**src/rtl/multicycle_control.sv**
```systemverilog
// Multi-cycle RV32I controller: sequences fetch/decode/execute/memory/writeback with a memory watchdog.
// Latency 3-5 cycles plus memory waits; stalls in FETCH/MEMORY until ready, ERROR on watchdog expiry.
package multicycle_control_pkg;
  typedef enum logic [3:0] {
    ALU_ADD    = 4'd0,
    ALU_SUB    = 4'd1,
    ALU_SUBU   = 4'd2,
    ALU_SLL    = 4'd3,
    ALU_SLT    = 4'd4,
    ALU_SLTU   = 4'd5,
    ALU_XOR    = 4'd6,
    ALU_SRL    = 4'd7,
    ALU_SRA    = 4'd8,
    ALU_OR     = 4'd9,
    ALU_AND    = 4'd10,
    ALU_PASS_B = 4'd11
  } alu_op_t;

  typedef enum logic [1:0] {
    MEM_BYTE = 2'd0,
    MEM_HALF = 2'd1,
    MEM_WORD = 2'd2
  } mem_size_t;
endpackage

module multicycle_control
  import multicycle_control_pkg::*;
#(
  parameter int TIMEOUT_CYCLES = 16,
  parameter int INSTRET_W      = 32
) (
  input  logic                 clk,
  input  logic                 rst_n,
  input  logic                 start,
  input  logic [31:0]          instr_rdata,
  output logic                 imem_req,
  input  logic                 imem_ready,
  output logic                 dmem_req,
  output logic                 dmem_we,
  output mem_size_t            dmem_size,
  input  logic                 dmem_ready,
  input  logic                 branch_taken,
  output logic                 ir_en,
  output logic                 pc_en,
  output logic                 pc_sel_target,
  output alu_op_t              alu_op,
  output logic                 alu_src_pc,
  output logic                 alu_src_imm,
  output logic                 rd_we,
  output logic                 wb_sel_mem,
  output logic                 halted,
  output logic                 timeout_err,
  output logic [2:0]           state,
  output logic [INSTRET_W-1:0] instret
);

  typedef enum logic [2:0] {
    S_IDLE      = 3'd0,
    S_FETCH     = 3'd1,
    S_DECODE    = 3'd2,
    S_EXECUTE   = 3'd3,
    S_MEMORY    = 3'd4,
    S_WRITEBACK = 3'd5,
    S_HALT      = 3'd6,
    S_ERROR     = 3'd7
  } state_t;

  localparam logic [6:0] OPC_LOAD   = 7'b0000011;
  localparam logic [6:0] OPC_STORE  = 7'b0100011;
  localparam logic [6:0] OPC_OP_IMM = 7'b0010011;
  localparam logic [6:0] OPC_OP     = 7'b0110011;
  localparam logic [6:0] OPC_LUI    = 7'b0110111;
  localparam logic [6:0] OPC_AUIPC  = 7'b0010111;
  localparam logic [6:0] OPC_JAL    = 7'b1101111;
  localparam logic [6:0] OPC_JALR   = 7'b1100111;
  localparam logic [6:0] OPC_BRANCH = 7'b1100011;
  localparam logic [6:0] OPC_SYSTEM = 7'b1110011;

  localparam int WD_W = (TIMEOUT_CYCLES > 1) ? $clog2(TIMEOUT_CYCLES) : 1;
  localparam logic [WD_W-1:0] WD_LAST = WD_W'((TIMEOUT_CYCLES > 0) ? TIMEOUT_CYCLES - 1 : 0);
  localparam logic WD_ON = (TIMEOUT_CYCLES != 0);

  state_t          cur, nxt;
  logic [31:0]     ir;
  logic [WD_W-1:0] wd;
  logic            retire;
  logic            wd_expire;

  logic [6:0] opcode;
  logic [2:0] funct3;
  logic       is_load, is_store, is_branch, is_system, is_jump, writes_rd, dec_active;
  alu_op_t    alu_dec;
  mem_size_t  size_dec;

  assign opcode     = ir[6:0];
  assign funct3     = ir[14:12];
  assign is_load    = (opcode == OPC_LOAD);
  assign is_store   = (opcode == OPC_STORE);
  assign is_branch  = (opcode == OPC_BRANCH);
  assign is_system  = (opcode == OPC_SYSTEM);
  assign is_jump    = (opcode == OPC_JAL) || (opcode == OPC_JALR);
  assign writes_rd  = is_load || is_jump || (opcode == OPC_OP) || (opcode == OPC_OP_IMM) ||
                      (opcode == OPC_LUI) || (opcode == OPC_AUIPC);
  assign dec_active = (cur == S_DECODE) || (cur == S_EXECUTE) ||
                      (cur == S_MEMORY) || (cur == S_WRITEBACK);
  assign wd_expire  = WD_ON && (wd == WD_LAST);

  function automatic alu_op_t arith(input logic [2:0] f3, input logic alt, input logic allow_sub);
    case (f3)
      3'd0:    return (alt && allow_sub) ? ALU_SUB : ALU_ADD;
      3'd1:    return ALU_SLL;
      3'd2:    return ALU_SLT;
      3'd3:    return ALU_SLTU;
      3'd4:    return ALU_XOR;
      3'd5:    return alt ? ALU_SRA : ALU_SRL;
      3'd6:    return ALU_OR;
      default: return ALU_AND;
    endcase
  endfunction

  always_comb begin
    alu_dec  = ALU_ADD;
    size_dec = MEM_BYTE;
    case (opcode)
      OPC_OP:     alu_dec = arith(funct3, ir[30], 1'b1);
      OPC_OP_IMM: alu_dec = arith(funct3, ir[30], 1'b0);
      OPC_LUI:    alu_dec = ALU_PASS_B;
      OPC_BRANCH: alu_dec = (funct3[2:1] == 2'b11) ? ALU_SUBU : ALU_SUB;
      default:    alu_dec = ALU_ADD;
    endcase
    if (is_load || is_store) begin
      case (funct3[1:0])
        2'b00:   size_dec = MEM_BYTE;
        2'b01:   size_dec = MEM_HALF;
        default: size_dec = MEM_WORD;
      endcase
    end
  end

  // Decoded controls only leave zero while an instruction is in flight.
  always_comb begin
    alu_op      = dec_active ? alu_dec : ALU_ADD;
    dmem_size   = dec_active ? size_dec : MEM_BYTE;
    alu_src_pc  = dec_active && ((opcode == OPC_AUIPC) || is_jump);
    alu_src_imm = dec_active && (is_load || is_store || (opcode == OPC_OP_IMM) ||
                                 (opcode == OPC_AUIPC) || (opcode == OPC_LUI));
  end

  always_comb begin
    nxt           = cur;
    imem_req      = 1'b0;
    ir_en         = 1'b0;
    dmem_req      = 1'b0;
    dmem_we       = 1'b0;
    pc_en         = 1'b0;
    pc_sel_target = 1'b0;
    rd_we         = 1'b0;
    wb_sel_mem    = 1'b0;
    retire        = 1'b0;
    case (cur)
      S_IDLE: if (start) nxt = S_FETCH;
      S_FETCH: begin
        imem_req = 1'b1;
        if (imem_ready) begin
          ir_en = 1'b1;
          nxt   = S_DECODE;
        end else if (wd_expire) begin
          nxt = S_ERROR;
        end
      end
      S_DECODE: nxt = is_system ? S_HALT : S_EXECUTE;
      S_EXECUTE: begin
        if (is_load || is_store) begin
          nxt = S_MEMORY;
        end else if (is_branch) begin
          pc_en         = 1'b1;
          pc_sel_target = branch_taken;
          retire        = 1'b1;
          nxt           = S_FETCH;
        end else begin
          nxt = S_WRITEBACK;
        end
      end
      S_MEMORY: begin
        dmem_req = 1'b1;
        dmem_we  = is_store;
        if (dmem_ready) begin
          if (is_store) begin
            pc_en  = 1'b1;
            retire = 1'b1;
            nxt    = S_FETCH;
          end else begin
            nxt = S_WRITEBACK;
          end
        end else if (wd_expire) begin
          nxt = S_ERROR;
        end
      end
      S_WRITEBACK: begin
        rd_we         = writes_rd && (ir[11:7] != 5'd0);
        wb_sel_mem    = is_load;
        pc_en         = 1'b1;
        pc_sel_target = is_jump;
        retire        = 1'b1;
        nxt           = S_FETCH;
      end
      S_HALT:  nxt = S_HALT;
      S_ERROR: nxt = S_ERROR;
    endcase
  end

  assign halted      = (cur == S_HALT);
  assign timeout_err = (cur == S_ERROR);
  assign state       = cur;

  always_ff @(posedge clk) begin
    if (!rst_n) begin
      cur     <= S_IDLE;
      ir      <= '0;
      wd      <= '0;
      instret <= '0;
    end else begin
      cur <= nxt;
      if (ir_en) ir <= instr_rdata;
      if (retire) instret <= instret + INSTRET_W'(1);
      // Watchdog restarts on every state entry and only runs while stalled on a memory.
      if ((nxt != cur) || !((cur == S_FETCH) || (cur == S_MEMORY))) wd <= '0;
      else wd <= wd + WD_W'(1);
    end
  end

endmodule

```
**config.mk**
```make
export PLATFORM = sky130hd
export DESIGN_NAME = multicycle_control
export DESIGN_NICKNAME = d
export VERILOG_FILES = /design/src/rtl/multicycle_control.sv
export SDC_FILE = /design/constraint.sdc
export NUM_CORES = 1
export LEC_CHECK = 0
export CORE_MARGIN = 2
export CORE_UTILIZATION = 51
export CTS_CLUSTER_DIAMETER = 30
export DETAILED_ROUTE_END_ITERATION = 6
export PLACE_DENSITY = 0.89
export SYNTH_ARGS = -nofsm -noshare
export SYNTH_HDL_FRONTEND = slang
export SYNTH_SLANG_ARGS = --single-unit
```
**constraint.sdc**
```tcl
create_clock -name clk -period 4.4 [get_ports clk]
set_input_delay 1.1 -clock clk [delete_from_list [all_inputs] [get_ports clk]]
set_output_delay 1.1 -clock clk [all_outputs]
set_load 0.01 [all_outputs]
```
======== After elaboration in Yosys (flattened, before gate mapping) ========
Index checks and enable logic that the tools add are counted.
storage, ports and cells
  register bits after elaboration ......... 70
  input bits .............................. 38
  output and inout port bits .............. 53
cells by class
  $add $sub $neg .......................... 2
  equality and inequality tests ........... 27
  multiplexer cells ....................... 34
  bitwise logic cells ..................... 1
  reduce and logical (&&, ||, !) cells .... 25
operators by type and width
  kind                                                              count
  4-bit case mux with 7 select lines                                2
  32-bit by 1-bit adder with 32-bit output (second input constant)  1
  7-bit == test (second input constant)                             4
  3-bit two-way mux                                                 8
  3-bit case mux with 8 select lines                                1
  3-bit == test (second input constant)                             7
  7-bit by 6-bit == test with 1-bit output (second input constant)  3
  1-bit logical OR                                                  16
  4-bit case mux with 4 select lines                                1
  7-bit by 5-bit == test with 1-bit output (second input constant)  2
  1-bit two-way mux                                                 14
  3-bit by 2-bit == test with 1-bit output (second input constant)  4
  4-bit two-way mux                                                 2
  7-bit by 2-bit == test with 1-bit output (second input constant)  1
  3-bit by 1-bit == test with 1-bit output (second input constant)  2
  3-bit logical NOT                                                 2
  2-bit two-way mux                                                 3
  5-bit nonzero test                                                1
  4-bit by 1-bit adder with 4-bit output (second input constant)    1
  4-bit == test (second input constant)                             1
  2-bit case mux with 2 select lines                                1
  1-bit logical AND                                                 3
  3-bit inequality test                                             1
  1-bit case mux with 3 select lines                                1
  7 further kinds                                                   7

======== Longest topological paths before layout ========
  depth after elaboration ................. 9
  mapped depth ............................ 9

======== Worst setup path after synthesis ========
No wires, ideal clock.
  path type ............................... in2out
  start point ............................. in dmem_ready
  end point ............................... out pc_en
  data arrival time ....................... 1957 ps
  slack ................................... 1343 ps
  stages .................................. 4
  path buffers ............................ 0
  cell sequence ........................... nor4bb_1 -> a31o_2 -> nand2_1 -> inv_2
between the ends
  cells in the longest elaborated chain, start to end .. 2
ends and longest elaborated chain
  element                             line  RTL
  start: declaration                  41    input logic dmem_ready,
  1-bit two-way mux                   187   if (dmem_ready) begin
  1-bit case mux with 3 select lines  160   case (cur)
  end: declaration                    44    output logic pc_en,
No other way between the ends.

======== Worst setup path in the final report ========
Same ends and word-level chain as after synthesis.

==> metrics.cfg <==
[clocking]
htree_levels=2
cts_sinks=55
post_cts_buffers=0
cts_buffer_depth=2
cts_tree=yes
clk_pin_slew_ns=0.10
numCtsBuffers=5
cts-root-buf=clkbuf_8
worstSkewPairLatency_ns=0.30

[placement]
gp_congestion=0.882
dp.final_hpwl_um=5900
io_buffers=74
place_area_um2=3860

[logic_synthesis]
yosysSeqAreaShare=0.355
ys_warn_count=0
synth_commonest_cells=nand2_1 (64), dfxtp_1 (55), a21oi_1 (43)
syn-cell-area_um2=3100
yosysTopAreaCell=dfxtp_1
synth_enable_flop_cells=0
synth-seq-cells=55
synth_most_common_cell=nand2_1
synth.area.top_cells=dfxtp_1 (36%), nand2_1 (7.7%), a21oi_1 (6.9%)
yosysTopAreaCellShare=0.355
avgSynthCellArea_um2=7.85
ys_types=63
ys.flop_type=dfxtp_1
syn_inst=395
synthArstFlopShare=0
syn-num-nets=438

[global_route]
grt_pass1_wl_um=13300
grt_usage=0.249
grt_pass1_vias=3040
grt_antenna_before_repair=0
grt_overflow=0
grt_max_degree=46

[floorplan]
dieArea_um2=6720
row_count=28
io_pins=91
core_area_um2=5890
die_w_um=82.0
initial_core_util=0.527
die_h_um=82.0

[detailed_routing]
route.antenna.remaining_nets=0
drt-pass1-iter-count=5
wire_per_inst_um=15.5
avgViaCountPerCell=6.00
drc=0
drt_iter0_drc=177
drt-total-wl_um=8250
via_count=3191

[min_path]
min_to=ir[7]
hold_class=reg -> reg
hold-path-cell-count=2
hp-start=ir[7]

[sta]
max_slew_margin=0.470
min_period_ns=4.18
finClkSkew_ns=0.00890
max_freq_mhz=239
hold_viol_final=0
fin_crit_sh=0.951
slew_violations=0
worstMarginPinSlew_ns=0.793
grt_setup_unrepaired=no
setup_tns_ns=0
finalSetupViolations=0

[final_layout]
final_nets=499
drive_above_1_share=0.0547
fin_area_um2=3980
area_growth_pct=28.3
diodes=0

[critical_path]
critical_path_class=in -> out
worst-path-max-fanout=5
rrSetupSlack_ns=1.67
timing.rr.start=state[2]
crit_arrival_ns=3.08
r2r-end=instret[15]
r2r_cells=6
startpoint_type=input port
cp.required_ns=3.30
endpoint_kind=primary output

[power_and_ir_drop]
p_total_mw=1.25
leakagePower_nw=1.32
ir_drop_uv=185
powerDensity_nw_per_um2=313

[run]
maxCapViolCount=0

[run_status]
outcome=completed

layout by cell type (no fill, tap or decap), drive strengths merged, types with 4 or more instances in the layout:
cell type	synthesis	layout
clkdlybuf4s50	0	74
nand2	64	64
dfxtp	55	55
a21oi	43	43
nor2	20	20
nand3	20	20
inv	14	14
or4	12	12
o31ai	11	11
o21ai	8	8
nor4	8	8
nor3b	7	7
and3	7	7
a31oi	7	7
or3	7	7
nor3	7	7
nand4	7	7
nand2b	6	6
xnor2	5	5
ha	5	5
clkbuf	17	5
nor2b	4	4
o41ai	4	4
xor2	4	4
mux2i	4	4
and4	4	4
critical path, cell delays in order:
cell	delay (ns)
clkdlybuf4s50_1	0.50
nor4bb_2	0.43
a31o_2	0.28
nand2_1	0.10
inv_2	0.13
clkdlybuf4s50_1	0.55
metal layers:
| metal | global-route usage | up-vias | part of all wire |
|---|---|---|---|
| li1 | - | 1577 | - |
| met1 | 0.314 | 1494 | 0.43 |
| met2 | 0.439 | 107 | 0.50 |
| met3 | 0.0385 | 13 | 0.051 |
| met4 | 0.0700 | 0 | 0.014 |
| met5 | 0 | - | 0 |
how the worst max path moves through the flow:
stage | start | slack [ns] | cells past startpoint | to
floorplan | dmem_ready | 1.34 | 4 | pc_en
global placement | dmem_ready | 0.24 | 6 | pc_en
CTS | dmem_ready | 0.11 | 6 | pc_en
detailed placement | dmem_ready | 0.17 | 6 | pc_en
finish | dmem_ready | 0.22 | 6 | pc_en
global route | dmem_ready | 0.14 | 6 | pc_en
cell families after synthesis:
kind of cell,share of synthesized area
XOR/XNOR,0.0254
adder cells (fa/ha/maj),0.0202
flip-flops,0.355
AO/OA/AOI/OAI,0.203
multiplexers,0.0129
buffers and inverters,0.0496
AND/OR/NAND/NOR,0.334
repair_timing:
item	4_1_cts	5_1_grt
resized for setup	0	1
hold buffers	0	0
hold endpoints to repair	0	0
setup endpoints to repair	0	1
layout make-up:
| type | count | area (um^2) |
|---|---|---|
| Fill cell | 523 | 1910 |
| Clock buffer | 5 | 68.8 |
| Tap cell | 75 | 93.8 |
| Clock inverter | 3 | 43.8 |
| Timing Repair Buffer | 77 | 763 |
| Multi-Input combinational cell | 302 | 1850 |
| Sequential cell | 55 | 1100 |
| Inverter | 15 | 56.3 |
registers in the layout (all words and copies together) (netlist names):
signal   flops
ir          16
state        3
wd           4
instret     32
power breakdown:
part           switching [mW]  internal [mW]
Sequential             0.0683          0.526
Combinational           0.173          0.142
Clock                   0.167          0.170
Total                   0.408          0.839
metrics by stage:
step	util	worst slack [ns]	hold slack, ns	std cells
2_1_floorplan	-	1.34	0.428	395
3_3_place_gp	0.656	0.245	0.439	524
3_5_place_dp	0.656	0.172	0.459	524
4_1_cts	0.675	0.114	0.473	532
5_1_grt	0.676	0.139	0.498	532
6_report	0.676	0.216	0.469	532
No activity file was read; power rests on OpenSTA's default activity.
==> variant: new RTL, same flow settings <==
The parameter `INSTRET_W` goes from 32 to 24.
--- a/src/rtl/multicycle_control.sv
+++ b/src/rtl/multicycle_control.sv
@@ -27,7 +27,7 @@
   import multicycle_control_pkg::*;
 #(
   parameter int TIMEOUT_CYCLES = 16,
-  parameter int INSTRET_W      = 32
+  parameter int INSTRET_W      = 24
 ) (
   input  logic                 clk,
   input  logic                 rst_n,
Ports: changed (resized instret); port bits go from 91 to 83. The function was not compared with the original's and may differ.
==> variant against the unedited design <==
Wire length decreased by 19%; synthesized area shrank 8.6%; power rose by 7.7%; sequential cell count is 8 lower; largest cell class unchanged; setup slack better by 0.27 ns; largest power group unchanged; sequential power down 7.9%; die area shrank 8.1%; design area down 9.0%.
==> variant: results (changes against the unedited design) <==
| Metric | Value |
|---|---|
| Status | `completed` |
| Row count | `27 (-3.6%)` |
| Maximum vdd drop | `0.000226 V (+22%)` |
| DP Area | `0.00350 mm² (-9.2%)` |
| Nets@finish | `444 (-11%)` |
| Pint | `855 µW (+1.9%)` |
| FILL cells | `454 (-13%)` |
| Slew @ Worst Pin | `0.737 ns (-0.0567 ns)` |
| First-pass GRT wire length | `11100 µm (-17%)` |
| Sequential fraction of the synthesis area | `33.2% (-2.3 points)` |
| #MultiIn Comb | `270 (-11%)` |
| Met1 Track Usage GR | `27.3% (-4.1 points)` |
| Fraction of area in multi-input gates | `48.6% (+2.1 points)` |
| Largest net degree at the start of global routing | `63 (+37%)` |
| Non-clock buffering overhead | `18.9% (-0.25 points)` |
| Setup WS pre-CTS | `0.500 ns (+0.328 ns)` |
| Post-Route WL | `6680 µm (-19%)` |
| I/O Buffers | `66 (-11%)` |
| Vias | `2677 (-16%)` |
| WP data arrival | `2.81 ns (-0.27 ns)` |
| Met2 Use GR | `36.8% (-7.1 points)` |
| Share of layout cells above drive strength 1 | `6.72% (+1.2 points)` |
| Sequential cells | `47 (-15%)` |
| Regs by FF count | `instret (24), ir (16), wd (4)` |
| Lkg Pwr | `1.37 nW (+4.1%)` |
| DPL Wire Length | `4750 µm (-20%)` |
| Post-Synth Adder-Cell Area | `2.21% (+0.19 points)` |
| Via density | `5.65 (-5.8%)` |
| Synth Area in XOR/XNOR | `1.85% (-0.69 points)` |
| Top cells by count, synth | `nand2_1, dfxtp_1, nand2b_1` |
| Syn Nets | `388 (-11%)` |
| Grt met3 use | `5.17% (+1.3 points)` |
| Met3 Routed Length | `355 µm (-16%)` |
| Metal1 wirelength | `2950 µm (-18%)` |
| Fin area | `0.00362 mm² (-9.0%)` |
## variant: path summary, 6_finish.rpt
kind                                  from     to  slack [ns]  depth (start not counted)
worst max-delay path            dmem_ready  pc_en        0.49                          5
worst min-delay path                 wd[0]  wd[0]        0.45                          1
worst max register to register    state[1]  wd[3]        2.08                          6
worst min register to register       wd[0]  wd[0]        0.45                          1
## variant: logic make-up after synthesis
group | after synthesis
buffers and inverters | 28
xor gates and xnor gates | 6
DFF | 47
AOI/OAI and AO/OA | 61
adders and majority gates | 5
and+or+nand+nor | 178
muxes | 20
## variant: power groups by stage
stage / clock network [mW] / registers [mW] / logic, mW
2_1_floorplan: 0 / 0.501 / 0.379
3_3_place_gp: 0 / 0.551 / 0.444
4_1_cts: 0.342 / 0.545 / 0.460
6_report: 0.335 / 0.548 / 0.461
5_1_grt: 0.359 / 0.557 / 0.509
3_5_place_dp: 0 / 0.553 / 0.455
